### src/rtl/shot_pkg.sv
// Shared definitions for the shot engine: state encoding, Q-format width
// helper and the integer clamp used for velocities and pixel coordinates.
package shot_pkg;

  typedef enum logic [2:0] {
    S_IDLE   = 3'd0,
    S_FLIGHT = 3'd1,
    S_SCORED = 3'd2,
    S_MISS   = 3'd3
  } shot_state_t;

  localparam int COORD_W_DEFAULT = 10;
  localparam int FRAC_W_DEFAULT  = 6;

  // Two guard bits above the integer part keep off-screen positions and
  // full-scale velocities representable without wrap.
  function automatic int q_width(input int coord_w, input int frac_w);
    return coord_w + frac_w + 2;
  endfunction

  localparam int W = q_width(COORD_W_DEFAULT, FRAC_W_DEFAULT);

  function automatic int clamp_int(input int v, input int lo, input int hi);
    if (v < lo) return lo;
    else if (v > hi) return hi;
    else return v;
  endfunction

endpackage

### src/rtl/shot_step.sv
// Combinational single-frame motion step: next position/velocity, hoop and
// boundary detection on the new position, and clamped pixel coordinates.
module shot_step
  import shot_pkg::*;
#(
  parameter int COORD_W     = 10,
  parameter int FRAC_W      = 6,
  parameter int GRAVITY     = 16,
  parameter int HOOP_X      = 540,
  parameter int HOOP_Y      = 200,
  parameter int HOOP_HALF_W = 12,
  parameter int FLOOR_Y     = 470,
  parameter int SCREEN_W    = 640,
  parameter int SCREEN_H    = 480,
  localparam int QW         = q_width(COORD_W, FRAC_W)
) (
  input  logic signed [QW-1:0]      px,
  input  logic signed [QW-1:0]      py,
  input  logic signed [QW-1:0]      vx,
  input  logic signed [QW-1:0]      vy,
  output logic signed [QW-1:0]      px_next,
  output logic signed [QW-1:0]      py_next,
  output logic signed [QW-1:0]      vy_next,
  output logic                      hoop_hit,
  output logic                      bound_hit,
  output logic        [COORD_W-1:0] pix_x,
  output logic        [COORD_W-1:0] pix_y
);

  localparam int HOOP_Y_Q = HOOP_Y << FRAC_W;

  int nx, ny, nx_pix, ny_pix, dx;

  // All three updates use the pre-step values; py is therefore the
  // "previous" height against which the downward hoop crossing is judged.
  always_comb begin
    nx        = int'(px) + int'(vx);
    ny        = int'(py) + int'(vy);
    nx_pix    = nx >>> FRAC_W;
    ny_pix    = ny >>> FRAC_W;
    dx        = nx_pix - HOOP_X;
    px_next   = QW'(nx);
    py_next   = QW'(ny);
    vy_next   = QW'(int'(vy) + GRAVITY);
    hoop_hit  = (int'(py) < HOOP_Y_Q) && (ny >= HOOP_Y_Q) && (int'(vy) > 0) &&
                (dx >= -HOOP_HALF_W) && (dx <= HOOP_HALF_W);
    bound_hit = (ny_pix >= FLOOR_Y) || (nx < 0) || (nx_pix >= SCREEN_W);
    pix_x     = COORD_W'(clamp_int(nx_pix, 0, SCREEN_W - 1));
    pix_y     = COORD_W'(clamp_int(ny_pix, 0, SCREEN_H - 1));
  end

endmodule

### src/rtl/shot_engine.sv
// Shot lifecycle controller: launch from accelerometer counts, frame-stepped
// flight, made/miss resolution, result hold and saturating score.
module shot_engine
  import shot_pkg::*;
#(
  parameter int COORD_W     = 10,
  parameter int FRAC_W      = 6,
  parameter int VEL_SHIFT   = 4,
  parameter int VMAX        = 1023,
  parameter int GRAVITY     = 16,
  parameter int LAUNCH_X    = 80,
  parameter int LAUNCH_Y    = 400,
  parameter int HOOP_X      = 540,
  parameter int HOOP_Y      = 200,
  parameter int HOOP_HALF_W = 12,
  parameter int FLOOR_Y     = 470,
  parameter int SCREEN_W    = 640,
  parameter int SCREEN_H    = 480,
  parameter int HOLD_FRAMES = 60,
  localparam int QW         = q_width(COORD_W, FRAC_W)
) (
  input  logic                CLK100MHZ,
  input  logic                rst_n,
  input  logic                frame_tick,
  input  logic                shoot,
  input  logic signed [15:0]  ax,
  input  logic signed [15:0]  ay,
  output logic [COORD_W-1:0]  ball_x,
  output logic [COORD_W-1:0]  ball_y,
  output logic                in_flight,
  output logic                made,
  output logic                missed,
  output logic [7:0]          score,
  output logic [2:0]          state
);

  localparam logic signed [QW-1:0] PX0 = QW'(LAUNCH_X << FRAC_W);
  localparam logic signed [QW-1:0] PY0 = QW'(LAUNCH_Y << FRAC_W);
  localparam logic [COORD_W-1:0]   BX0 = COORD_W'(clamp_int(LAUNCH_X, 0, SCREEN_W - 1));
  localparam logic [COORD_W-1:0]   BY0 = COORD_W'(clamp_int(LAUNCH_Y, 0, SCREEN_H - 1));
  localparam int                   HC_W = $clog2(HOLD_FRAMES + 1);
  localparam logic [HC_W-1:0]      HOLD_LAST = HC_W'(HOLD_FRAMES - 1);

  shot_state_t               state_reg;
  logic signed [QW-1:0]      px_reg, py_reg, vx_reg, vy_reg;
  logic [HC_W-1:0]           hold_reg;
  logic [7:0]                score_reg;
  logic                      made_reg, missed_reg, in_flight_reg;
  logic [COORD_W-1:0]        ball_x_reg, ball_y_reg;

  logic signed [QW-1:0]      px_next, py_next, vy_next;
  logic signed [QW-1:0]      launch_vx, launch_vy;
  logic                      hoop_hit, bound_hit;
  logic [COORD_W-1:0]        pix_x, pix_y;

  shot_step #(
    .COORD_W     (COORD_W),
    .FRAC_W      (FRAC_W),
    .GRAVITY     (GRAVITY),
    .HOOP_X      (HOOP_X),
    .HOOP_Y      (HOOP_Y),
    .HOOP_HALF_W (HOOP_HALF_W),
    .FLOOR_Y     (FLOOR_Y),
    .SCREEN_W    (SCREEN_W),
    .SCREEN_H    (SCREEN_H)
  ) u_step (
    .px        (px_reg),
    .py        (py_reg),
    .vx        (vx_reg),
    .vy        (vy_reg),
    .px_next   (px_next),
    .py_next   (py_next),
    .vy_next   (vy_next),
    .hoop_hit  (hoop_hit),
    .bound_hit (bound_hit),
    .pix_x     (pix_x),
    .pix_y     (pix_y)
  );

  // Launch velocity: scale accel counts down, flip y so tilting up throws up,
  // and clamp the magnitude.
  always_comb begin
    launch_vx = QW'(clamp_int(int'(ax) >>> VEL_SHIFT, -VMAX, VMAX));
    launch_vy = QW'(clamp_int(-(int'(ay) >>> VEL_SHIFT), -VMAX, VMAX));
  end

  // Shot FSM with registered outputs; result pulses default low every cycle.
  always_ff @(posedge CLK100MHZ or negedge rst_n) begin
    if (!rst_n) begin
      state_reg     <= S_IDLE;
      px_reg        <= PX0;
      py_reg        <= PY0;
      vx_reg        <= '0;
      vy_reg        <= '0;
      hold_reg      <= '0;
      score_reg     <= '0;
      made_reg      <= 1'b0;
      missed_reg    <= 1'b0;
      in_flight_reg <= 1'b0;
      ball_x_reg    <= BX0;
      ball_y_reg    <= BY0;
    end else begin
      made_reg   <= 1'b0;
      missed_reg <= 1'b0;
      case (state_reg)
        S_IDLE: begin
          px_reg <= PX0;
          py_reg <= PY0;
          // A coincident frame_tick is deliberately ignored: launch only.
          if (shoot) begin
            vx_reg        <= launch_vx;
            vy_reg        <= launch_vy;
            state_reg     <= S_FLIGHT;
            in_flight_reg <= 1'b1;
          end
        end
        S_FLIGHT: begin
          if (frame_tick) begin
            px_reg     <= px_next;
            py_reg     <= py_next;
            vy_reg     <= vy_next;
            ball_x_reg <= pix_x;
            ball_y_reg <= pix_y;
            hold_reg   <= '0;
            // Hoop is checked first so a simultaneous floor hit still scores.
            if (hoop_hit) begin
              state_reg     <= S_SCORED;
              in_flight_reg <= 1'b0;
              made_reg      <= 1'b1;
              if (score_reg != 8'hFF) score_reg <= score_reg + 8'd1;
            end else if (bound_hit) begin
              state_reg     <= S_MISS;
              in_flight_reg <= 1'b0;
              missed_reg    <= 1'b1;
            end
          end
        end
        S_SCORED, S_MISS: begin
          if (frame_tick) begin
            if (hold_reg == HOLD_LAST) begin
              hold_reg   <= '0;
              state_reg  <= S_IDLE;
              px_reg     <= PX0;
              py_reg     <= PY0;
              ball_x_reg <= BX0;
              ball_y_reg <= BY0;
            end else begin
              hold_reg <= hold_reg + HC_W'(1);
            end
          end
        end
        default: begin
          state_reg     <= S_IDLE;
          in_flight_reg <= 1'b0;
        end
      endcase
    end
  end

  assign ball_x    = ball_x_reg;
  assign ball_y    = ball_y_reg;
  assign in_flight = in_flight_reg;
  assign made      = made_reg;
  assign missed    = missed_reg;
  assign score     = score_reg;
  assign state     = state_reg;

endmodule

### config.mk
export PLATFORM = sky130hd
export DESIGN_NAME = shot_engine
export DESIGN_NICKNAME = d
export VERILOG_FILES = /design/src/rtl/shot_pkg.sv /design/src/rtl/shot_step.sv /design/src/rtl/shot_engine.sv
export SDC_FILE = /design/constraint.sdc
export NUM_CORES = 1
export LEC_CHECK = 0
export ABC_AREA = 0
export CAP_MARGIN = 15
export CORE_ASPECT_RATIO = 0.6
export CORE_MARGIN = 3
export CORE_UTILIZATION = 63
export DETAILED_ROUTE_END_ITERATION = 8
export PLACE_DENSITY = 0.87
export SYNTH_ARGS = -nofsm -noshare
export SYNTH_HDL_FRONTEND = slang
export SYNTH_SLANG_ARGS = --single-unit
export TNS_END_PERCENT = 10
### constraint.sdc
create_clock -name CLK100MHZ -period 4.9 [get_ports CLK100MHZ]
set_input_delay 0.735 -clock CLK100MHZ [delete_from_list [all_inputs] [get_ports CLK100MHZ]]
set_output_delay 0.735 -clock CLK100MHZ [all_outputs]
set_load 0.03 [all_outputs]
# Yosys cells after proc, flatten, opt, wreduce, memory -nomap -nowiden
# Index checks and enable logic that the tools add are counted.
# op_classes
n_bitwise	1
mux	50
n_reduce_logical	19
n_lt_le_gt_ge	16
eq_ne	10
addsub	7
# op_table
op	count
$mux W18	12
$pmux W18 S3	2
$mux W10	10
$pmux W10 S2	2
$add A18 B18 Y19	2
$pmux W18 S2	1
$ge A32 B5 Y1 const B	1
$gt A32 B11 Y1 const B	1
$le A32 B5 Y1 const B	1
$lt A32 B11 Y1 const B	1
$neg A12 Y32	1
$lt A13 B1 Y1 const B	2
$ge A19 B15 Y1 const B	1
$lt A19 B1 Y1 const B	1
$add A18 B6 Y18 const B	1
$gt A18 B1 Y1 const B	1
$lt A18 B15 Y1 const B	1
$mux W3	6
$mux W6	3
$reduce_and A4 Y1	4
$sub A13 B11 Y14 const B	1
$ge A13 B10 Y1 const B	1
$ge A13 B11 Y1 const B	1
$gt A13 B10 Y1 const B	1
other kinds (25)	45
# totals
regBits	112
word_cells	115

# Logic depth before layout (Yosys ltp)
# logic_depth
word_depth	9
depth_mapped	14
depth_no_buf	14

# Cells and area by module
# A second synthesis with hierarchy kept.
# unflattened
hier_cells	859
area_unflattened_um2	7528.5
# by_module_without_submodules
module	instances	area_each_um2	cells_per_inst
shot_engine	1	4859.7	465
shot_step	1	2668.8	394

# Worst setup path after synthesis
# No wires, ideal clock.
# synth_timing
path_type	register to register
startpoint	reg px_reg[0]
endpoint	reg score_reg[1] (netlist: score[1])
required_ps	4772
path_buffers	0
setup_ps	128
arrival_ps	3122
setup_slack_ps	1650
stages_incl_launch_ff	13
cell_sequence	dfrtp_1 > ha_1 > fa_1 > a211oi_2 > o21ai_2 > a21o_1 > or3_1 > a22oi_2 > a21bo_4 > mux2i_4 > o211ai_4 > nor2_2 > mux2_1
# synth_via
elab_chain_len	6
word_cells_on_any_way	7
cone_classes	2 x add/sub; 2 x order compare; 3 x reduce/logical
# synth_lines
element	line	text
start: declaration	shot_engine.sv:45	logic signed [QW-1:0] px_reg, py_reg, vx_reg, vy_reg;
start signal: assignment	shot_engine.sv:119	px_reg <= px_next;
$add A18 B18 Y19 (*)	shot_step.sv:37	nx = int'(px) + int'(vx);
$sub A13 B11 Y14 (*)	shot_step.sv:41	dx = nx_pix - HOOP_X;
$ge A32 B5 Y1	shot_step.sv:46	(dx >= -HOOP_HALF_W) && (dx <= HOOP_HALF_W);
$logic_and A1 B1 Y1	shot_step.sv:45	hoop_hit = (int'(py) < HOOP_Y_Q) && (ny >= HOOP_Y_Q) && (int'(vy) > 0) &&
$logic_and A1 B1 Y1 (*)	shot_step.sv:46	
$reduce_and A4 Y1 (no line) (*)	--	
end signal: assignment	shot_engine.sv:130	if (score_reg != 8'hFF) score_reg <= score_reg + 8'd1;
end: declaration	shot_engine.sv:47	logic [7:0] score_reg;
# Mark *: on every way between the ends. The rest lies on a longest branch, timed or not.
# A chain may end at the register's enable or synchronous reset.

# Worst setup path after layout
# layout_timing
startpoint	in ay[6]
endpoint	reg vy_reg[13]
# layout_via
elab_chain_len	6
word_cells_on_any_way	7
cone_classes	1 x add/sub; 2 x order compare; 4 x mux
# layout_lines
element	line	text
start: declaration	shot_engine.sv:27	input logic signed [15:0] ay,
$neg A12 Y32 (*)	shot_engine.sv:84	launch_vy = QW'(clamp_int(-(int'(ay) >>> VEL_SHIFT), -VMAX, VMAX));
$gt A32 B11 Y1	shot_pkg.sv:25	else if (v > hi) return hi;
$mux W18	shot_pkg.sv:25	
$mux W18 (*)	shot_pkg.sv:24	if (v < lo) return lo;
$mux W18 (*)	shot_engine.sv:110	if (shoot) begin
$pmux W18 S2 (*)	shot_engine.sv:105	case (state_reg)
end signal: assignment	shot_engine.sv:112	vy_reg <= launch_vy;
end signal: assignment	shot_engine.sv:121	vy_reg <= vy_next;
end: declaration	shot_engine.sv:45	
# Mark *: on every way between the ends. The rest lies on a longest branch, timed or not. The select of a mux whose other input is x is not followed.

==> impl_results.md <==
* Row count at 29
* Period utilization at 84.6%
* Io pins at 70
* Finish-stage setup viols at 0
* Post-CTS setup buffers at 0
* Most frequent cells in the layout: nand2_1, dfrtp_1, a21oi_1, o21ai_0, clkdlybuf4s50_1
* Die outline width at around 140 um
* First-pass GRT wire length at 31,300 um
* Initial Utilization at 65.9%
* H-Tree Depth at 3
* Commonest non-fill, non-tap cell in the layout: nand2_1
* Post-layout nets at a little over 900
* Synth Net Count at 884
* Via density per instance at 6.71
* Post-Route WL at 19,100 um
* Lkg Pwr at 3.49 nW
* Syn Inst Count at 800
* Area contributors post-synth: dfrtp_1, ha_1, nand2_1
* Reg power frac at approximately 25%
* Mapped Area at 7130 um2
* Post-synth top area cell: dfrtp_1
* Final Max Tran Viols at 0
* Maximum vdd drop at 0.303 mV
* Vias in the first global route at roughly 6,200
* Element type at the critical path start: primary input
* Area of the multi-input gates at between 4000 and 5000 um2
* CTS tree: built
* Power share of the combinational group at 63.0%
* Clock network power share at 12.1%
* CP max FO at 5
* Final Critical Period at 4.15 ns
* Crit path arrival time at 4.38 ns
* Initial DRT Pass Iterations at 6
* Yosys reg bits at roughly 110
* Yosys top cell area share at about a third
* Register Area at 2640 um2
* Async S/R FF share, synth at 100%
* GR Util All Layers at 30.9%
* Critical Path RT at 5.14 ns
* Worst reg2reg setup slack at ~1.0 ns
* Fmax at 241 MHz
* Via count at 6,660
* Worst Tran Pin Value at 1.19 ns
* Buffers on Ports at 60
* Initial DRC count at 790
* Internal power at 0.00301 W
* DR DRC count at 0
* Setup tns final at 0 ns
* Core area at 10,800 um2
* Sw Share at about half
* Yosys Warn Count at 0
* Kind of critical path: primary input to register
* Hold Fails Final Rpt at 0
* Die area at 12,700 um2
* Clock-pin slew on the worst setup and hold paths at 0.07 ns
* Layout area overhead at 13.9%
* Initial antenna violation count at 0
* Main flop type after synthesis: dfrtp_1
* Distinct cells, synth at between 80 and 90
* Status: finished clean
* Largest net degree at the start of global routing at between 70 and 80
* Post-synth EDFFs at 0
* Hold crit path type: register to register
* Clk_lat worst skew at 0.35 ns
* Avg WL per Cell at 19.2 um
* Syn Area/Cell at 8.91 um2
* Power density over the cells at 740 nW/um2
* Rel. slew slack at 20.5%
* NetSw at 0.00300 W
* Max cap viols at 0
* CTS Buf Count at 9
* WHS at around 0.48 ns
* Worst clock skew at 0.0118 ns
* Seq/Total Area, Yosys at 37.0%
* Share of cells above drive strength 1 at between 7 and 8%
* Gpl congestion at 1.01
* Deepest clock path buffer count at 2
* CTS Hold Buffers Added at 0
* CTS Root Cell: clkbuf_16
* Die height at 88.4 um
* Critical path capture point type: register
* Pwr Total at 0.00601 W
* Number of routed nets with antenna violations at 0
* Num Clock Sinks at 105
* Diode count at 0
* Detail Placement HPWL at 14,200 um
* Post-CTS Resized at 0
* Fill cell count at 741
* RSZ-0062 raised after global routing: false
* Grt total ovfl at 0
synth_stat cells (all sizes together), types with 4 or more instances:
cell type    n
dfstp       10
xor2        19
and2        10
a21oi       72
o31ai        5
nor2        51
buf          7
nor3        16
nand2b       7
a41oi        5
a31oi       10
or3          4
xnor2       24
a211oi       9
dfrtp       95
o22a         8
o21ai       82
ha          46
o211ai      13
inv         24
nor4        12
nand3       15
nor2b        8
and3         8
o21a         7
a32o         4
a21o        15
a22o        22
nand4       11
nand2      108
clkbuf      20
metal layers:
metal / part of all wire (%) / routed length [um] / vias up / track usage, %
met5: 0 / 0 / - / 0
met4: 1.6 / 298 / 0 / 7.09
met3: 11 / 2050 / 33 / 7.24
met2: 42 / 8010 / 383 / 46.1
met1: 46 / 8730 / 3175 / 46.3
li1: - / - / 3069 / -
per-stage QoR:
step / cells / worst slack (ns) / area, um2 / util (%)
4_1_cts: 992 / 0.894 / 8120 / 75.1
6_report: 992 / 0.753 / 8120 / 75.1
5_1_grt: 992 / 0.574 / 8120 / 75.1
3_3_place_gp: 976 / 0.705 / 7820 / 72.4
2_1_floorplan: 800 / 1.65 / 7130 / -
3_5_place_dp: 976 / 0.529 / 7820 / 72.4
power by group through the flow:
stage | Sequential, W | Combinational [W] | Clock [W]
after global routing | 0.00154 | 0.00411 | 0.000763
after detailed placement | 0.00150 | 0.00366 | 0
after floorplan | 0.00157 | 0.00262 | 0
final | 0.00150 | 0.00379 | 0.000727
after CTS | 0.00149 | 0.00369 | 0.000735
after global placement | 0.00149 | 0.00350 | 0
critical path, cell delays in order:
cell,delay [ns]
clkdlybuf4s50_1,0.46
nor3_1,0.53
nand2_1,0.27
or2_2,0.36
ha_1,0.29
nor3_1,0.19
nand4_1,0.11
nor4_1,0.31
o211ai_1,0.18
a21oi_1,0.37
and2_1,0.29
a21oi_1,0.07
o22a_1,0.21
cells by family after synthesis:
group | after synthesis | synth area share (%)
fa+ha+maj | 48 | 8.64
mux | 3 | 0.632
flops | 105 | 37.0
xor+xnor | 43 | 5.76
buf+inv | 51 | 2.81
other cells | 1 | 0.0526
compound gates | 281 | 26.8
simple gates | 268 | 18.3
final timing paths:
path	startpoint	endpoint	depth (start not counted)
max	ay[6]	vy_reg[13]	13
min	ball_x[0]	ball_x[0]	2
max reg2reg	vy_reg[0]	score[1]	13
min reg2reg	ball_x[0]	ball_x[0]	2
max in group asynchronous	rst_n	vx_reg[8]	2
min in group asynchronous	rst_n	score[6]	1
layout make-up:
cell class                 count  area share [%]
clock buffer                  11            3.11
tap                          139            2.14
inverter                      24            1.11
clock inverter                 5           0.555
timing repair buffer          64            7.73
sequential                   105            32.5
multi-input combinational    644            52.8
Note: power is estimated with default switching activity, not from simulation.
